`config.mk`:
```
export PLATFORM = sky130hd
export DESIGN_NAME = poly_io_unit
export DESIGN_NICKNAME = d
export VERILOG_FILES = /design/src/rtl/poly_pkg.sv /design/src/rtl/poly_io_unit_skid.sv /design/src/rtl/poly_io_unit.sv
export SDC_FILE = /design/constraint.sdc
export NUM_CORES = 1
export LEC_CHECK = 0
export CORE_MARGIN = 4
export CORE_UTILIZATION = 47
export CTS_CLUSTER_SIZE = 8
export DETAILED_ROUTE_END_ITERATION = 7
export PLACE_DENSITY = 0.91
export SYNTH_ARGS = -nofsm -noshare
export SYNTH_HDL_FRONTEND = slang
export SYNTH_SLANG_ARGS = --single-unit
export TNS_END_PERCENT = 5
```
`constraint.sdc`:
```
create_clock -name clk -period 3.64 [get_ports clk]
set_clock_uncertainty 0.1 [all_clocks]
set_input_delay 0.728 -clock clk [delete_from_list [all_inputs] [get_ports clk]]
set_output_delay 0.728 -clock clk [all_outputs]
set_load 0.1 [all_outputs]
```
`src/rtl/poly_pkg.sv`:
```
// Shared definitions for the polynomial I/O unit: mode codes, default modulus
// and controller state encoding.
package poly_pkg;

  localparam logic [1:0] M_NTT     = 2'd0;
  localparam logic [1:0] M_INTT    = 2'd1;
  localparam logic [1:0] M_DATAIN  = 2'd2;
  localparam logic [1:0] M_DATAOUT = 2'd3;

  localparam int Q_DEFAULT = 3329;

  typedef enum logic [1:0] {
    S_IDLE  = 2'd0,
    S_LOAD  = 2'd1,
    S_STORE = 2'd2,
    S_FIN   = 2'd3
  } state_t;

endpackage

```
`src/rtl/poly_io_unit_skid.sv`:
```
// Two-entry output buffer between the RAM read path and the unload stream.
// Head word is held in a register, so out_data cannot move while stalled.
module poly_skid_buf #(
  parameter int W = 48
) (
  input  logic         clk,
  input  logic         rst,
  input  logic         in_valid,
  input  logic [W-1:0] in_data,
  output logic         out_valid,
  input  logic         out_ready,
  output logic [W-1:0] out_data,
  output logic [1:0]   count
);

  logic [W-1:0] mem0_q, mem0_d;
  logic [W-1:0] mem1_q, mem1_d;
  logic         rd_ptr_q, rd_ptr_d;
  logic         wr_ptr_q, wr_ptr_d;
  logic [1:0]   count_q, count_d;
  logic         push, pop;

  always_comb begin
    pop      = out_ready && (count_q != 2'd0);
    push     = in_valid && (count_q != 2'd2);
    mem0_d   = mem0_q;
    mem1_d   = mem1_q;
    if (push) begin
      if (wr_ptr_q) mem1_d = in_data;
      else          mem0_d = in_data;
    end
    wr_ptr_d = wr_ptr_q ^ push;
    rd_ptr_d = rd_ptr_q ^ pop;
    case ({push, pop})
      2'b10:   count_d = count_q + 2'd1;
      2'b01:   count_d = count_q - 2'd1;
      default: count_d = count_q;
    endcase
  end

  always_ff @(posedge clk) begin
    if (!rst) begin
      mem0_q   <= '0;
      mem1_q   <= '0;
      rd_ptr_q <= 1'b0;
      wr_ptr_q <= 1'b0;
      count_q  <= 2'd0;
    end else begin
      mem0_q   <= mem0_d;
      mem1_q   <= mem1_d;
      rd_ptr_q <= rd_ptr_d;
      wr_ptr_q <= wr_ptr_d;
      count_q  <= count_d;
    end
  end

  assign out_valid = (count_q != 2'd0);
  assign out_data  = rd_ptr_q ? mem1_q : mem0_q;
  assign count     = count_q;

endmodule

```
`src/rtl/poly_io_unit.sv`:
```
// Polynomial load/unload controller: streams words into a coefficient RAM with
// modular range reduction, and streams them back out through a skid buffer.
//
// state   | meaning
// S_IDLE  | waiting for run with a DATAIN/DATAOUT mode
// S_LOAD  | accepting in-stream beats, one RAM write per beat
// S_STORE | issuing RAM reads and draining them to the out-stream
// S_FIN   | one-cycle done pulse, then back to idle
module poly_io_unit
  import poly_pkg::*;
#(
  parameter  int WID   = 12,
  parameter  int LANES = 4,
  parameter  int DEPTH = 32,
  parameter  int Q     = Q_DEFAULT,
  localparam int W     = WID * LANES,
  localparam int AW    = $clog2(DEPTH)
) (
  input  logic          clk,
  input  logic          rst,
  input  logic [1:0]    mode,
  input  logic          run,
  output logic          busy,
  output logic          done,
  input  logic [W-1:0]  in_data,
  input  logic          in_valid,
  output logic          in_ready,
  output logic [W-1:0]  out_data,
  output logic          out_valid,
  input  logic          out_ready,
  output logic [AW-1:0] ram_addr,
  output logic          ram_wr,
  output logic [W-1:0]  ram_wdata,
  input  logic [W-1:0]  ram_rdata,
  output logic          err_range
);

  localparam logic [AW-1:0] LAST = AW'(DEPTH - 1);
  localparam logic [WID:0]  QW   = (WID + 1)'(Q);

  state_t        state_q, state_d;
  logic [AW-1:0] cnt_q, cnt_d;
  logic [AW-1:0] out_cnt_q, out_cnt_d;
  logic          rd_done_q, rd_done_d;
  logic          inflight_q, inflight_d;
  logic          err_q, err_d;

  logic [W-1:0]  red_data;
  logic          any_over;
  logic [1:0]    buf_count;
  logic [2:0]    occ;
  logic          push, pop, issue;

  always_comb begin
    red_data = '0;
    any_over = 1'b0;
    for (int l = 0; l < LANES; l++) begin
      logic [WID-1:0] lane;
      lane = in_data[l*WID +: WID];
      if ({1'b0, lane} >= QW) begin
        red_data[l*WID +: WID] = lane - QW[WID-1:0];
        any_over = 1'b1;
      end else begin
        red_data[l*WID +: WID] = lane;
      end
    end
  end

  // Occupancy the buffer will have next cycle if nothing new is issued;
  // a read is only allowed while that leaves room for its data.
  assign pop = out_valid && out_ready;
  assign occ = {1'b0, buf_count} + {2'b00, inflight_q} - {2'b00, pop};

  always_comb begin
    state_d    = state_q;
    cnt_d      = cnt_q;
    out_cnt_d  = out_cnt_q;
    rd_done_d  = rd_done_q;
    inflight_d = 1'b0;
    err_d      = err_q;
    in_ready   = 1'b0;
    ram_wr     = 1'b0;
    ram_addr   = '0;
    ram_wdata  = '0;
    issue      = 1'b0;
    push       = 1'b0;
    done       = 1'b0;
    case (state_q)
      S_IDLE: begin
        if (run && (mode == M_DATAIN || mode == M_DATAOUT)) begin
          cnt_d     = '0;
          out_cnt_d = '0;
          rd_done_d = 1'b0;
          err_d     = 1'b0;
          state_d   = (mode == M_DATAIN) ? S_LOAD : S_STORE;
        end
      end
      S_LOAD: begin
        // Gated by rst so a beat coinciding with reset never reaches the RAM.
        in_ready = rst;
        ram_addr = cnt_q;
        if (in_valid && rst) begin
          ram_wr    = 1'b1;
          ram_wdata = red_data;
          if (any_over) err_d = 1'b1;
          if (cnt_q == LAST) begin
            cnt_d   = '0;
            state_d = S_FIN;
          end else begin
            cnt_d = cnt_q + 1'b1;
          end
        end
      end
      S_STORE: begin
        push     = inflight_q;
        ram_addr = cnt_q;
        issue    = !rd_done_q && (occ <= 3'd1);
        if (issue) begin
          inflight_d = 1'b1;
          if (cnt_q == LAST) rd_done_d = 1'b1;
          else               cnt_d     = cnt_q + 1'b1;
        end
        if (pop) begin
          if (out_cnt_q == LAST) state_d   = S_FIN;
          else                   out_cnt_d = out_cnt_q + 1'b1;
        end
      end
      S_FIN: begin
        done    = 1'b1;
        state_d = S_IDLE;
      end
      default: state_d = S_IDLE;
    endcase
  end

  always_ff @(posedge clk) begin
    if (!rst) begin
      state_q    <= S_IDLE;
      cnt_q      <= '0;
      out_cnt_q  <= '0;
      rd_done_q  <= 1'b0;
      inflight_q <= 1'b0;
      err_q      <= 1'b0;
    end else begin
      state_q    <= state_d;
      cnt_q      <= cnt_d;
      out_cnt_q  <= out_cnt_d;
      rd_done_q  <= rd_done_d;
      inflight_q <= inflight_d;
      err_q      <= err_d;
    end
  end

  poly_skid_buf #(.W(W)) u_skid (
    .clk      (clk),
    .rst      (rst),
    .in_valid (push),
    .in_data  (ram_rdata),
    .out_valid(out_valid),
    .out_ready(out_ready),
    .out_data (out_data),
    .count    (buf_count)
  );

  assign busy      = (state_q != S_IDLE);
  assign err_range = err_q;

endmodule

```
## Word-level counts from Yosys, hierarchy flattened

Cells that the tools add are included.

- Register bits after elaboration: 115
- Latch bits: 0
- RAM bits: 0
- Memory bits (read-only): 0
- Bits of input ports: 103
- Output and inout bits: 107
- Logic and storage cells: 114
- Memories kept: 0

- $add $sub $neg: 10
- Multipliers: 0
- Div/mod/pow operators: 0
- Magnitude comparators: 5
- Equal/unequal tests: 20
- Shifts and indexed selects: 0
- Multiplexer cells: 42
- Bitwise gates (word level): 3
- Reductions and logical operators: 23

Operators by type and width:

| operator | count |
|---|---|
| two-way mux 48 bit | 3 |
| greater-or-equal comparator 12 bit, second input constant | 4 |
| two-way mux 12 bit | 4 |
| subtractor 12 bit, second input constant | 4 |
| two-way mux 5 bit | 8 |
| != test 2 bit, second input constant | 11 |
| two-way mux 1 bit | 15 |
| one-hot mux 5 bit (3 select lines) | 1 |
| two-way mux 2 bit | 6 |
| AND reduction 4 bit | 3 |
| adder 5 x 1 -> 5 bit, second input constant | 2 |
| == test 2 bit, second input constant | 5 |
| == test 5 bit, second input constant | 2 |
| one-hot mux 5 bit (2 select lines) | 1 |
| AND reduction 5 bit | 2 |
| nonzero test 2 bit | 5 |
| one-hot mux 2 bit (4 select lines) | 1 |
| AND reduction 2 bit | 3 |
| logical AND 1 bit | 5 |
| == test 2 x 1 -> 1 bit, second input constant | 2 |
| one-hot mux 1 bit (2 select lines) | 2 |
| one-hot mux 2 bit (2 select lines) | 1 |
| adder 2 x 1 -> 3 bit | 1 |
| less-or-equal comparator 3 x 1 -> 1 bit, second input constant | 1 |
| 10 further kinds | 11 |

## Depth between registers and ports, before layout

- Word-level depth: 8
- Depth in mapped cells: 12
- Gate-level depth less buffers: 11

## Cells and area by module

From an unflattened synthesis, not the netlist that was laid out.

- Cells, all modules: 761
- Area total of the unflattened synthesis: 7060.5 sq um

Modules (own cells, without submodules):

| module | instances | cells each | area each (sq um) | sequential area each (sq um) |
|---|---|---|---|---|
| poly_skid_buf | 1 | 386 | 4394.2 | 2001.9 |
| poly_io_unit | 1 | 375 | 2666.3 | 300.3 |

## Least setup slack after synthesis

Ideal clock, no wire load.

- Kind: input port to output port
- From: in rst
- To: out ram_wdata[19]
- Arrival time: 5063 ps
- Data required time: 2812 ps
- Setup slack: -2251 ps
- Cell stages on the path: 5
- Buffers on the path: 0
- Path through: and2_1 -> nand2_1 -> inv_1 -> nand2b_1 -> o41ai_1

- Longest elaborated chain between the ends: 3

Ends and longest elaborated chain:

| element | line | text |
|---|---|---|
| start, declared | poly_io_unit.sv:20 | `input logic rst,` |
| logical AND 1 bit | poly_io_unit.sv:102 | `if (in_valid && rst) begin` |
| two-way mux 48 bit | poly_io_unit.sv:102 |  |
| two-way mux 48 bit | poly_io_unit.sv:88 | `case (state_q)` |
| end, declared | poly_io_unit.sv:33 | `output logic [W-1:0] ram_wdata,` |

Every way passes these cells.

## Worst setup path after layout

- From: in in_data[18]
- To: out ram_wdata[21]

- Longest elaborated chain between the ends: 4
- Elaborated cells on any way between the ends: 5
- Classes of those cells: add/sub: 1; order compare: 1; mux: 3

Ends and longest elaborated chain:

| element | line | text |
|---|---|---|
| start, declared | poly_io_unit.sv:25 | `input logic [W-1:0] in_data,` |
| subtractor 12 bit or greater-or-equal comparator 12 bit (tied branches) | poly_io_unit.sv:61, poly_io_unit.sv:60 |  |
| two-way mux 12 bit * | poly_io_unit.sv:60 | `if ({1'b0, lane} >= QW) begin` |
| two-way mux 48 bit * | poly_io_unit.sv:102 |  |
| two-way mux 48 bit * | poly_io_unit.sv:88 |  |

Mark *: on every way between the ends. The rest lies on a longest branch, timed or not.

==> impl_summary.md <==
Outcome
The run finished, with violations left. The checks that failed: setup timing.

Synthesis
Yosys printed 0 warnings. The count of different cell masters after synthesis is 56. Among all flip-flop cells after synthesis, the most frequent one is sky130_fd_sc_hd__dfxtp_1. The number of nets produced by synthesis is 869. The mean cell area of the mapped netlist is 8.92 µm². Synthesis produced 743 cells. The sequential cell area fraction in the yosys report is 34.7%. The post-synth design cell area is 6630 µm². The post-synthesis async set-or-reset flop share is 0%. The number of register bits inferred by synthesis is approximately 120. Yosys mapped a number of flops with a built-in enable equal to 0.

CTS
The TritonCTS clock tree is done. The H-tree was split into 4 levels. The number of buffers added by the clock tree synthesis step is 17.

Clock-pin slew was measured on the worst setup and hold paths at about 0.050 ns. The number of sinks driven by the clock tree is 115. The master cell of the clock root buffer is sky130_fd_sc_hd__clkbuf_16. The later pin in the worst-skew pair is clocked with a latency of ~0.4 ns. The maximum clock path buffer count is 2.

Setup path
The worst setup path is launched from an input pin. The cell depth of the worst flop-to-flop path is 11. Data arrives at the worst endpoint at 2.90 ns. STA puts the critical path data required time at between 2 and 3 ns.

The setup path with the least slack is of type in2out. The reg-to-reg critical path startpoint is u_skid.count[1]. The slack of the worst reg-to-reg path is 0.72 ns.

The endpoint identified for the worst register-to-register timing path is cnt_q[4]. The kind of end point of the critical path is an output port. The largest fanout of any net on the critical path is 2.

Timing
Measured against its own limit, the worst slew margin works out to 13.1%. Setup repair after global routing could not meet its margin everywhere. The transition at the pin with the smallest max-transition slack is ~1.3 ns. The final critical-path required period is ~3.7 ns. The number of pins with negative max-slew slack in the final report is 0.

The setup violation total in the final timing report is 5. The final hold violation count is 0. The smallest setup slack after layout is -0.0890 ns. The fmax is 268 MHz. The period utilization is 102%. Setup total negative slack on the finished layout was measured at -0.256 ns.

Drt
In the final routed layout, each cell accounts on average for 17.4 µm. The post-detailed-route DRC marker count is 0. The detailed-route vias per instance is 5.55. The overall routed net length is 20.8 mm. The first routing iteration left between 200 and 300 violations. The via count is 6634. The first detailed-routing pass took 4 iterations. The count of nets left with antenna violations after detail routing is 0.

Die
210 I/O pins were placed. The core outline area is 13800 µm². The number of placement rows is 43. The floorplan die height is 127 µm. The initial utilization of the core area, before any placement, comes to between 40% and 50%. The die covers approximately 16000 µm². The die width is 127 µm.

Min path
The number of cells traversed by the worst hold path is 2. The min-delay analysis places its worst path in the category reg2reg. The worst hold path terminates at out_cnt_q[4]. The startpoint identified for the worst hold timing path is out_cnt_q[4].

Power and ir drop
For this design the static power due to leakage is roughly 0.0042 µW. The power density over the cells is approximately 430 nW/µm². The worst-case vdd ir drop is 411 µV.

Placed design
The weighted congestion reported at the end of routability-driven placement is 0.906. The number of buffers added on ports is 209. The placed wire-length estimate is 15.1 mm.

Global routing
The first global-routing pass estimated 32.9 mm of wire. The number of antenna violations at the first check in global routing is 0. The global routing met3 resource utilization is approximately 3.4%.

The met2 track demand over resource is 44.3%. In the global route stage, met1 resource usage came out at 29.1%. Entering global routing, the biggest net connects between 40 and 50 pins. In this run the most used layer during global routing was met2. The overall global routing resource usage is between 20 and 25%. The number of global-route vias before repair is 6757.

The remaining global-route overflow is 0.

Cells and area
Leaving out fill and tap cells, the most frequent cell in the layout is sky130_fd_sc_hd__buf_4. In the layout the commonest cells are 131 x sky130_fd_sc_hd__buf_4, 114 x sky130_fd_sc_hd__dfxtp_1, 110 x sky130_fd_sc_hd__nor2_1, 97 x sky130_fd_sc_hd__mux2i_1, 92 x sky130_fd_sc_hd__clkdlybuf4s50_1. For this run, the share of the core covered by cells in the final layout is between 70 and 80%. After the last flow step, the layout net total stands at 1129.

0 antenna diodes ended up in the layout. Compared with the post-synthesis result, the final layout area differs by 62.9%. In the final layout, the share of cells above drive strength 1 is 33.2%. After filler insertion, the fill cell instance count of the layout stands at 859.

Flow run
The count of maximum capacitance violations is 0.
-- worst max path at each step --
stage,startpoint,to,slack [ns],cells after the start
6_report,in_data[18],ram_wdata[21],-0.09,6
5_1_grt,in_data[0],ram_wdata[4],-0.16,8
4_1_cts,in_data[13],ram_wdata[17],-0.12,10
3_5_place_dp,in_data[37],ram_wdata[41],-0.26,10
3_3_place_gp,in_data[36],ram_wdata[45],-0.16,6
2_1_floorplan,in_data[24],ram_wdata[27],-0.54,7
-- worst max-delay path: stages --
cell,delay (ns)
sky130_fd_sc_hd__clkdlybuf4s50_1,0.42
sky130_fd_sc_hd__or4_4,0.55
sky130_fd_sc_hd__o31a_1,0.28
sky130_fd_sc_hd__or4_4,0.53
sky130_fd_sc_hd__a21oi_4,0.19
sky130_fd_sc_hd__buf_12,0.19
-- cell usage after synthesis (all sizes together), types with 16 or more instances --
library cell  instances  area share (%)
or3                  22             2.1
mux2                 48             8.2
clkbuf               33             1.9
mux2i               101              15
dfxtp               115              35
ha                   22             4.2
nor2                110             6.2
a21oi                37             2.8
or4                  19             2.3
o21ai                28             2.1
inv                  26             1.5
nand2                18             1.0
o31ai                16             1.8
-- where the power goes --
group | switching [µW] | leakage [µW] | total, µW | internal (µW)
combinational | 950 | 0.00299 | 1490 | 540
clock | 574 | 0.000312 | 1830 | 1250
sequential | 28.1 | 0.000927 | 1320 | 1290
total | 1550 | 0.00423 | 4630 | 3080
-- sequential cells by signal, summed over array words and instances, names as in the netlist --
signal           flops
u_skid.mem0_q       48
cnt_q                5
u_skid.count         2
inflight_q           1
state_q              2
u_skid.wr_ptr_q      1
u_skid.rd_ptr_q      1
out_cnt_q            5
rd_done_q            1
u_skid.mem1_q       48
err_range            1
-- layer usage --
layer	vias up	part of all wire, %	wire length (µm)
met3	65	3.9	813
met4	0	4.3	903
met1	3160	40	8360
li1	3192	-	-
met5	-	0	0
met2	217	52	10700
-- final cells by class --
class	count	area [µm²]	area share, %
Clock inverter	12	204	1.89
Inverter	26	97.6	0.904
Sequential cell	115	2300	21.3
Tap cell	180	225	2.09
Multi-Input combinational cell	554	4400	40.8
Timing Repair Buffer	289	3110	28.8
Clock buffer	20	457	4.23
-- timing repair --
action | CTS | global route
pin swaps | 13 | 16
buffers inserted | 2 | 1
resized for setup | 24 | 25
setup endpoints to repair | 34 | 34
hold buffers | 0 | 0
endpoints found under the hold margin | 0 | 0
-- cell families after synthesis --
| kind of cell | Yosys count | share of synthesized area, % |
|---|---|---|
| muxes | 149 | 23.4 |
| AOI/OAI and AO/OA | 130 | 12.9 |
| buffers and inverters | 74 | 4.38 |
| and+or+nand+nor | 244 | 19.1 |
| xor gates and xnor gates | 8 | 1.06 |
| DFF | 115 | 34.7 |
| adders and majority gates | 23 | 4.46 |
-- stage by stage --
stage,cells,power [µW],setup slack (ns),cell area [µm²],hold slack (ns)
6_report,1196,4630,-0.0890,10800,0.382
5_1_grt,1196,4800,-0.159,10800,0.389
4_1_cts,1195,4650,-0.122,10700,0.379
3_5_place_dp,1161,2800,-0.260,9940,0.371
3_3_place_gp,1161,2770,-0.161,9940,0.363
2_1_floorplan,743,2260,-0.544,6850,0.354
(Power assumes the default switching activity.)
